`src/rtl/instr_encoder.sv`:
```
// Encodes R/I/J instruction field bundles into 32-bit words and buffers them
// in a small FIFO with valid/ready handshakes on both sides.
module instr_encoder #(
  parameter int DEPTH = 4
) (
  input  logic        clk,
  input  logic        rst,
  input  logic        in_valid,
  output logic        in_ready,
  input  logic [1:0]  fmt,
  input  logic [5:0]  opcode,
  input  logic [4:0]  rs,
  input  logic [4:0]  rt,
  input  logic [4:0]  rd,
  input  logic [4:0]  shamt,
  input  logic [5:0]  funct,
  input  logic [15:0] immediate,
  input  logic [25:0] jump_address,
  output logic        out_valid,
  input  logic        out_ready,
  output logic [31:0] out_instr,
  output logic        out_err,
  output logic        full,
  output logic        empty,
  output logic [15:0] enc_count,
  output logic [7:0]  err_count
);

  localparam int AW = (DEPTH > 1) ? $clog2(DEPTH) : 1;
  localparam int CW = AW + 1;
  localparam logic [CW-1:0] FULL_CNT = CW'(DEPTH);

  // Entry layout is {err, word}; illegal bundles always carry a zero word.
  function automatic logic [32:0] encode_entry(
    input logic [1:0]  f,
    input logic [5:0]  op,
    input logic [4:0]  s,
    input logic [4:0]  t,
    input logic [4:0]  d,
    input logic [4:0]  sh,
    input logic [5:0]  fn,
    input logic [15:0] imm,
    input logic [25:0] ja
  );
    logic [32:0] e;
    e = {1'b1, 32'h0000_0000};
    case (f)
      2'b00: begin
        if (op == 6'd0) e = {1'b0, op, s, t, d, sh, fn};
        else            e = {1'b1, 32'h0000_0000};
      end
      2'b01: begin
        if ((op != 6'd0) && (op != 6'd2) && (op != 6'd3)) e = {1'b0, op, s, t, imm};
        else                                              e = {1'b1, 32'h0000_0000};
      end
      2'b10: begin
        if ((op == 6'd2) || (op == 6'd3)) e = {1'b0, op, ja};
        else                              e = {1'b1, 32'h0000_0000};
      end
      default: e = {1'b1, 32'h0000_0000};
    endcase
    return e;
  endfunction

  logic [32:0]   mem_r [DEPTH];
  logic [AW-1:0] wr_ptr_r;
  logic [AW-1:0] rd_ptr_r;
  logic [CW-1:0] count_r;
  logic [15:0]   enc_count_r;
  logic [7:0]    err_count_r;
  logic [32:0]   entry_s;
  logic [32:0]   head_s;
  logic          empty_s;
  logic          full_s;
  logic          push_s;
  logic          pop_s;

  assign empty_s   = (count_r == {CW{1'b0}});
  assign full_s    = (count_r == FULL_CNT);
  assign in_ready  = !full_s && !rst;
  assign out_valid = !empty_s;
  assign push_s    = in_valid && in_ready;
  assign pop_s     = out_valid && out_ready && !rst;

  // Encode the incoming bundle and select the head entry for presentation.
  always_comb begin
    entry_s = encode_entry(fmt, opcode, rs, rt, rd, shamt, funct, immediate, jump_address);
    if (empty_s) head_s = {1'b0, 32'h0000_0000};
    else         head_s = mem_r[rd_ptr_r];
  end

  assign out_instr = head_s[31:0];
  assign out_err   = head_s[32];
  assign full      = full_s;
  assign empty     = empty_s;
  assign enc_count = enc_count_r;
  assign err_count = err_count_r;

  // FIFO storage; no reset needed since occupancy gates what is visible.
  always_ff @(posedge clk) begin
    if (push_s) mem_r[wr_ptr_r] <= entry_s;
  end

  // Pointers, occupancy and statistics counters.
  always_ff @(posedge clk) begin
    if (rst) begin
      wr_ptr_r    <= {AW{1'b0}};
      rd_ptr_r    <= {AW{1'b0}};
      count_r     <= {CW{1'b0}};
      enc_count_r <= 16'd0;
      err_count_r <= 8'd0;
    end else begin
      if (push_s) wr_ptr_r <= wr_ptr_r + AW'(1);
      if (pop_s)  rd_ptr_r <= rd_ptr_r + AW'(1);
      case ({push_s, pop_s})
        2'b10:   count_r <= count_r + CW'(1);
        2'b01:   count_r <= count_r - CW'(1);
        default: count_r <= count_r;
      endcase
      if (push_s) enc_count_r <= enc_count_r + 16'd1;
      // Error counter sticks at its maximum instead of wrapping.
      if (push_s && entry_s[32] && (err_count_r != 8'hFF)) err_count_r <= err_count_r + 8'd1;
    end
  end

endmodule
```
`config.mk`:
```
export PLATFORM = sky130hd
export DESIGN_NAME = instr_encoder
export DESIGN_NICKNAME = d
export VERILOG_FILES = /design/src/rtl/instr_encoder.sv
export SDC_FILE = /design/constraint.sdc
export NUM_CORES = 1
export LEC_CHECK = 0
export BUFFER_PORTS_ARGS = -buffer_cell sky130_fd_sc_hd__buf_2
export CORE_MARGIN = 10
export CORE_UTILIZATION = 50
export CTS_CLUSTER_SIZE = 25
export DETAILED_ROUTE_END_ITERATION = 7
export PLACE_DENSITY = 0.84
export SYNTH_ARGS = -nofsm -noshare
export SYNTH_HDL_FRONTEND = slang
export SYNTH_SLANG_ARGS = --single-unit
```
`constraint.sdc`:
```
create_clock -name clk -period 5.73 [get_ports clk]
set_clock_uncertainty 0.05 [all_clocks]
set_input_delay 1.719 -clock clk [delete_from_list [all_inputs] [get_ports clk]]
set_output_delay 1.719 -clock clk [all_outputs]
set_load 0.005 [all_outputs]
```
==> results of run 1 <==
==> logic make-up (layout without fill, tap and decap cells) <==
kind of cell	count (synthesis)	in the layout	share of synthesized area, %
AO/OA/AOI/OAI	53	53	6.11
flip-flops	165	165	65.8
adder cells (fa/ha/maj)	8	8	1.53
AND/OR/NAND/NOR	125	125	10.3
multiplexers	33	33	10.6
buffers and inverters	58	208	3.33
XOR/XNOR	19	19	2.37
==> through the flow <==
step,std cells,hold slack [ns]
CTS,791,0.451
finish,791,0.446
floorplan,461,0.417
global route,791,0.488
global placement,759,0.433
detailed placement,759,0.441
==> worst max-delay path, cell delays in order, from the launching register on <==
cell and delay, ns:
dfxtp_2 0.77, buf_4 0.42, mux4_2 0.56, nor2b_1 0.15
buf_2 0.14
==> Yosys cell counts, types with 2 or more instances <==
cell and count:
edfxtp_1 132, dfxtp_1 33, mux4_2 33, nor2b_1 33, inv_1 32, nor2_1 26, clkbuf_1 17, a222oi_1 16
nand2_1 13, xnor2_1 12, a22o_1 10, a21oi_1 7, and2_1 7, buf_2 7, ha_1 7, nand3_1 7
xor2_1 7, nor4_1 6, o21ai_0 5, or4_1 5, nor3_1 4, o31ai_1 4, o41ai_1 4, or3_1 4
nand2b_1 3, o311ai_0 3, and4_1 2, nand4_1 2, nor3b_1 2, o21a_1 2
==> layout make-up <==
type / count / area [um2]
Multi-Input combinational cell: 238 / 2180
Timing Repair Buffer: 144 / 731
Tap cell: 180 / 225
Clock buffer: 26 / 520
Fill cell: 1006 / 5330
Sequential cell: 165 / 4630
Clock inverter: 6 / 88.8
Inverter: 32 / 120
==> power groups by stage <==
stage / Clock, mW / Combinational [mW] / Sequential [mW]
3_5_place_dp: 0 / 0.264 / 1.38
6_report: 1.15 / 0.260 / 1.35
3_3_place_gp: 0 / 0.254 / 1.37
2_1_floorplan: 0 / 0.157 / 1.36
5_1_grt: 1.22 / 0.285 / 1.36
4_1_cts: 1.16 / 0.265 / 1.35
==> state kept, by name (all words and copies together), names as in the netlist, named ones only <==
name and flops:
mem_r 132, enc_count 16, err_count 8, count_r 3, rd_ptr_r 2, wr_ptr_r 2
==> placed cells by master, fill, tap and decap left out, types with 5 or more instances in the layout <==
master     count
buf_2        140
edfxtp_1     132
mux4_2        33
nor2b_1       33
inv_1         32
dfxtp_1       31
nor2_1        26
clkbuf_16     18
a222oi_1      16
nand2_1       13
xnor2_1       12
a22o_1        10
nand3_1        7
xor2_1         7
ha_1           7
nor4_1         6
a21oi_1        6
or4_1          5
and2_2         5
o21ai_0        5
==> metal layers <==
layer  global-route usage [%]  up-vias  wire [um]
li1                         -     2054          -
met1                     19.8     2177       6420
met2                     26.8      178       7890
met3                     6.78       18       1460
met4                     5.33        2        176
met5                        0        -          7
==> path summary, 6_finish.rpt <==
check | from | to | slack [ns] | depth (start not counted)
max | flop | out_instr[15] | 1.49 | 4
min | err_count[5] | err_count[5] | 0.45 | 2
max reg2reg | count_r[2] | count_r[2] | 3.02 | 10
min reg2reg | err_count[5] | err_count[5] | 0.45 | 2
==> run_results.csv, run 1 <==
group,metric,value,unit
power_and_ir_drop,swShare,21.5,%
layout,final_util,61.4,%
logic_synthesis,synth.area.top_cells,"edfxtp_1, mux4_2, dfxtp_1",
timing,max-slew-margin-rel,16.6,%
critical_path,startpoint_type,"flop",
logic_synthesis,yosys_warnings,0,
power_and_ir_drop,power.total,2.76,mW
logic_synthesis,syn_area_per_cell,15.2,um2
layout,finalNetCount,686,
timing,hold_violations,0,
critical_path,cp_data_required_time,3.96,ns
logic_synthesis,synth_top_area_share,56.4,%
clock_tree,cts_hold_buf,0,
critical_path,crit_fanout,19,
clock_tree,htreeDepth,4,
power_and_ir_drop,cellLeakagePower,3.17,nW
global_route,gr-total-overflow,0,
power_and_ir_drop,power_frac_comb,9.4,%
timing,fin_crit_sh,73.9,%
hold_path,min_path_type,"reg2reg",
timing,fmax,236,MHz
logic_synthesis,syn-num-nets,549,
global_route,grt_first_pass_wirelength,25.4,mm
placed_design,place_ws,1.54,ns
critical_path,end_kind,"primary output",
placed_design,place_area,7880,um2
power_and_ir_drop,internal_power,2.17,mW
timing,timing.final.ws_setup,1.49,ns
global_route,grt.total_usage,16.6,%
global_route,grt_max_degree,36,
route,vias_per_cell,5.60,
clock_tree,path_clk_slew,0.06,ns
clock_tree,cts_tree,"built",
die,dieArea,19200,um2
placed_design,dpl.hpwl,10.7,mm
global_route,antenna_found_initial,1,
timing,tns,0,ns
power_and_ir_drop,seqPwrFrac,49.0,%
die,ioPinCount,141,
logic_synthesis,async_flop_share,0,%
power_and_ir_drop,vdd_ir_drop_max,0.000234,V
power_and_ir_drop,p_sw,594,uW
die,fp-row-count,43,
layout,fin_area,8490,um2
timing,slew_violations,0,
timing,max_slew.worst_pin.slew,1.24,ns
logic_synthesis,ys_seq_elements,165,
critical_path,cp_data_arrival_time,2.47,ns
power_and_ir_drop,power_frac_clock,41.6,%
clock_tree,postCtsSetupRepairBufs,0,
timing,setup_viol,0,
die,die_h,139,um
status,status,"completed",
global_route,grt_pass1_vias,4729,
layout,syn2layout_area_growth,20.9,%
route,ant_nets,0,
power_and_ir_drop,powerDensity,325,nW/um2
route,drtIter0Drc,378,
die,start_util,50.8,%
clock_tree,cts_resized,0,
route,drcViolationCount,0,
route,firstDrtPassIters,8,
layout,num_antenna_cells,0,
clock_tree,clock-sinks,165,
logic_synthesis,synth_top_area_cell,"edfxtp_1",
logic_synthesis,synthesis.area,7030,um2
route,dr_total_vias,4429,
clock_tree,root_buffer,"clkbuf_16",
timing,rsz0062_at_grt,"no",
job,drv_cap,0,
critical_path,critical_path_class,"reg2out",
logic_synthesis,yosysSeqAreaShare,65.8,%
clock_tree,cts_inserted_buffers,17,
route,wl,16.0,mm
timing,fin_crit,4.24,ns
die,core,13800,um2
logic_synthesis,synthFlopType,"edfxtp_1",
layout,drive_gt1_share,36.0,%
clock_tree,insertion_delay,0.42,ns
die,die_width,139,um
clock_tree,cts_buffer_depth,2,
placed_design,gp_congestion,0.846,
logic_synthesis,syn-instance-count,461,
placed_design,port_buffers,140,
logic_synthesis,synth.distinct_cells,46,
logic_synthesis,synth-edff-count,132,
route,wl_per_cell,20.2,um
No activity file was read; power rests on OpenSTA's default activity.
==> inputs of run 2 (changes only) <==
==> constraint.sdc (replaced) <==
create_clock -name clk -period 3.9 [get_ports clk]
set_clock_uncertainty 0.05 [all_clocks]
set_input_delay 1.17 -clock clk [delete_from_list [all_inputs] [get_ports clk]]
set_output_delay 1.17 -clock clk [all_outputs]
set_load 0.005 [all_outputs]
==> run 2 against run 1 <==
Net effect: sequential share of layout area is 0.46 points lower; critical path depth is 1 lower; first-iteration DRC count is 9.5% higher; utilization is 0.52 points higher; largest power group unchanged.
==> run_results.csv, run 2 (synthesized netlist as in run 1, its figures left out) <==
group,metric,value,unit
status,status,"completed",
clock_tree,clock-sinks,165,
global_route,grt_first_pass_wirelength,25.7,mm
route,drtIter0Drc,414,
route,ant_nets,0,
power_and_ir_drop,p_sw,882,uW
critical_path,reg2reg_setup_slack,1.22,ns
power_and_ir_drop,seqPwrFrac,49.1,%
timing,setup_viol,0,
critical_path,critPathSlowestCell,"dfxtp_2",
global_route,grt_pass1_vias,4825,
layout,drive_gt1_share,37.3,%
layout,final_util,61.9,%
clock_tree,htreeDepth,4,
global_route,grt.total_usage,16.7,%
clock_tree,cts_inserted_buffers,17,
layout,finalNetCount,695,
layout,stdcell_count,800,
die,ioPinCount,141,
power_and_ir_drop,powerDensity,469,nW/um2
global_route,gr-total-overflow,0,
die,dieArea,19200,um2
layout,largest_reg_flops,132,
critical_path,crit_fanout,33,
power_and_ir_drop,cellLeakagePower,3.21,nW
clock_tree,insertion_delay,0.42,ns
power_and_ir_drop,internal_power,3.14,mW
power_and_ir_drop,vdd_ir_drop_max,0.000258,V
timing,tns,0,ns
timing,rsz0062_at_grt,"no",
route,wl_per_cell,19.9,um
hold_path,min_path_type,"reg2reg",
timing,hold_violations,0,
placed_design,place_ws,0.661,ns
placed_design,port_buffers,140,
route,firstDrtPassIters,5,
critical_path,cp_data_required_time,2.68,ns
power_and_ir_drop,power_frac_clock,40.8,%
die,die_width,139,um
layout,num_antenna_cells,0,
layout,fin_area,8570,um2
power_and_ir_drop,swShare,21.9,%
timing,max-slew-margin-rel,13.7,%
route,vias_per_cell,5.62,
timing,slew_violations,0,
placed_design,gp_congestion,0.824,
timing,timing.final.ws_setup,0.618,ns
critical_path,end_kind,"primary output",
route,dr_total_vias,4498,
die,core,13800,um2
timing,fmax,305,MHz
timing,fin_crit_sh,84.2,%
clock_tree,cts_resized,0,
global_route,grt_max_degree,36,
critical_path,reg2regPathDepth,9,
critical_path,reg2reg_from,"count_r[2]",
die,fp-row-count,43,
route,drcViolationCount,0,
layout,regMostFlops,"mem_r",
clock_tree,cts_hold_buf,0,
placed_design,dpl.cell_count,768,
placed_design,place_area,7980,um2
job,drv_cap,0,
placed_design,dpl.hpwl,10.7,mm
layout,layout_commonest_cell,"buf_2",
power_and_ir_drop,power_frac_comb,10.1,%
critical_path,startpoint_type,"flop",
layout,final_cell_mix,"buf_2, edfxtp_1, mux4_2, nor2b_1, inv_1",
timing,fin_crit,3.28,ns
power_and_ir_drop,power.total,4.02,mW
critical_path,crit_path_end,"out_err",
timing,max_slew.worst_pin.slew,1.28,ns
critical_path,worstReg2RegEnd,"count_r[2]",
clock_tree,cts_tree,"built",
clock_tree,postCtsSetupRepairBufs,0,
critical_path,cp_data_arrival_time,2.06,ns
die,start_util,50.8,%
clock_tree,cts_buffer_depth,2,
die,die_h,139,um
critical_path,crit_chain,"mux4_2 > nor2b_1 > buf_2",
critical_path,slowest_delay,0.91,ns
clock_tree,root_buffer,"clkbuf_16",
global_route,antenna_found_initial,1,
timing,whs,0.463,ns
critical_path,critical_path_class,"reg2out",
clock_tree,path_clk_slew,0.06,ns
route,wl,15.9,mm
layout,syn2layout_area_growth,21.9,%
[run 2: cell types whose count changed in the layout (fill, tap and decap cells not counted)]
cell        delta
inv_4          -1
clkbuf_16      -1
clkinv_1       +1
bufinv_16      +1
clkinv_2       +3
clkinvlp_2     +1
clkinvlp_4     +2
clkbuf_1       -3
clkbuf_8       -4
inv_6          +1
buf_4          +7
buf_12         +2
[run 2: power groups by stage]
| stage | clock network, mW | logic, mW | registers (mW) |
|---|---|---|---|
| 5_1_grt | 1.75 | 0.447 | 1.98 |
| 2_1_floorplan | 0 | 0.230 | 2.00 |
| 4_1_cts | 1.67 | 0.413 | 1.98 |
| 6_report | 1.64 | 0.405 | 1.98 |
| 3_3_place_gp | 0 | 0.397 | 2.01 |
| 3_5_place_dp | 0 | 0.410 | 2.01 |
[run 2: final cells by class]
cell class | instances | area, um2
Fill cell | 1036 | 5260
Sequential cell | 165 | 4630
Multi-Input combinational cell | 238 | 2180
Timing Repair Buffer | 153 | 823
Clock buffer | 18 | 429
Tap cell | 180 | 225
Clock inverter | 14 | 160
Inverter | 32 | 120
[run 2: worst min-delay path by stage]
stage          cells after the start          from  slack (ns)           end
2_1_floorplan                      2    count_r[2]        0.42    count_r[2]
3_3_place_gp                       2  err_count[5]        0.43  err_count[5]
3_5_place_dp                       2  err_count[5]        0.44  err_count[5]
4_1_cts                            2  err_count[5]        0.46  err_count[5]
5_1_grt                            2  err_count[5]        0.51  err_count[5]
6_report                           2  err_count[5]        0.46  err_count[5]
[run 2: routing by layer]
| metal | routed length (um) | GRT usage, % | up-vias | share of wire (%) |
|---|---|---|---|---|
| li1 | - | - | 2076 | - |
| met1 | 6450 | 19.7 | 2230 | 41 |
| met2 | 7870 | 27.3 | 170 | 49 |
| met3 | 1400 | 6.78 | 20 | 8.8 |
| met4 | 182 | 5.22 | 2 | 1.1 |
| met5 | 13 | 0 | - | 0.082 |
[run 2: worst max-delay path, delay by kind of cell, from the launching register on]
family | cells | cell delay (ns)
flip-flops | 1 | 0.91
AND/OR/NAND/NOR | 1 | 0.17
multiplexers | 1 | 0.40
buffers and inverters | 1 | 0.16
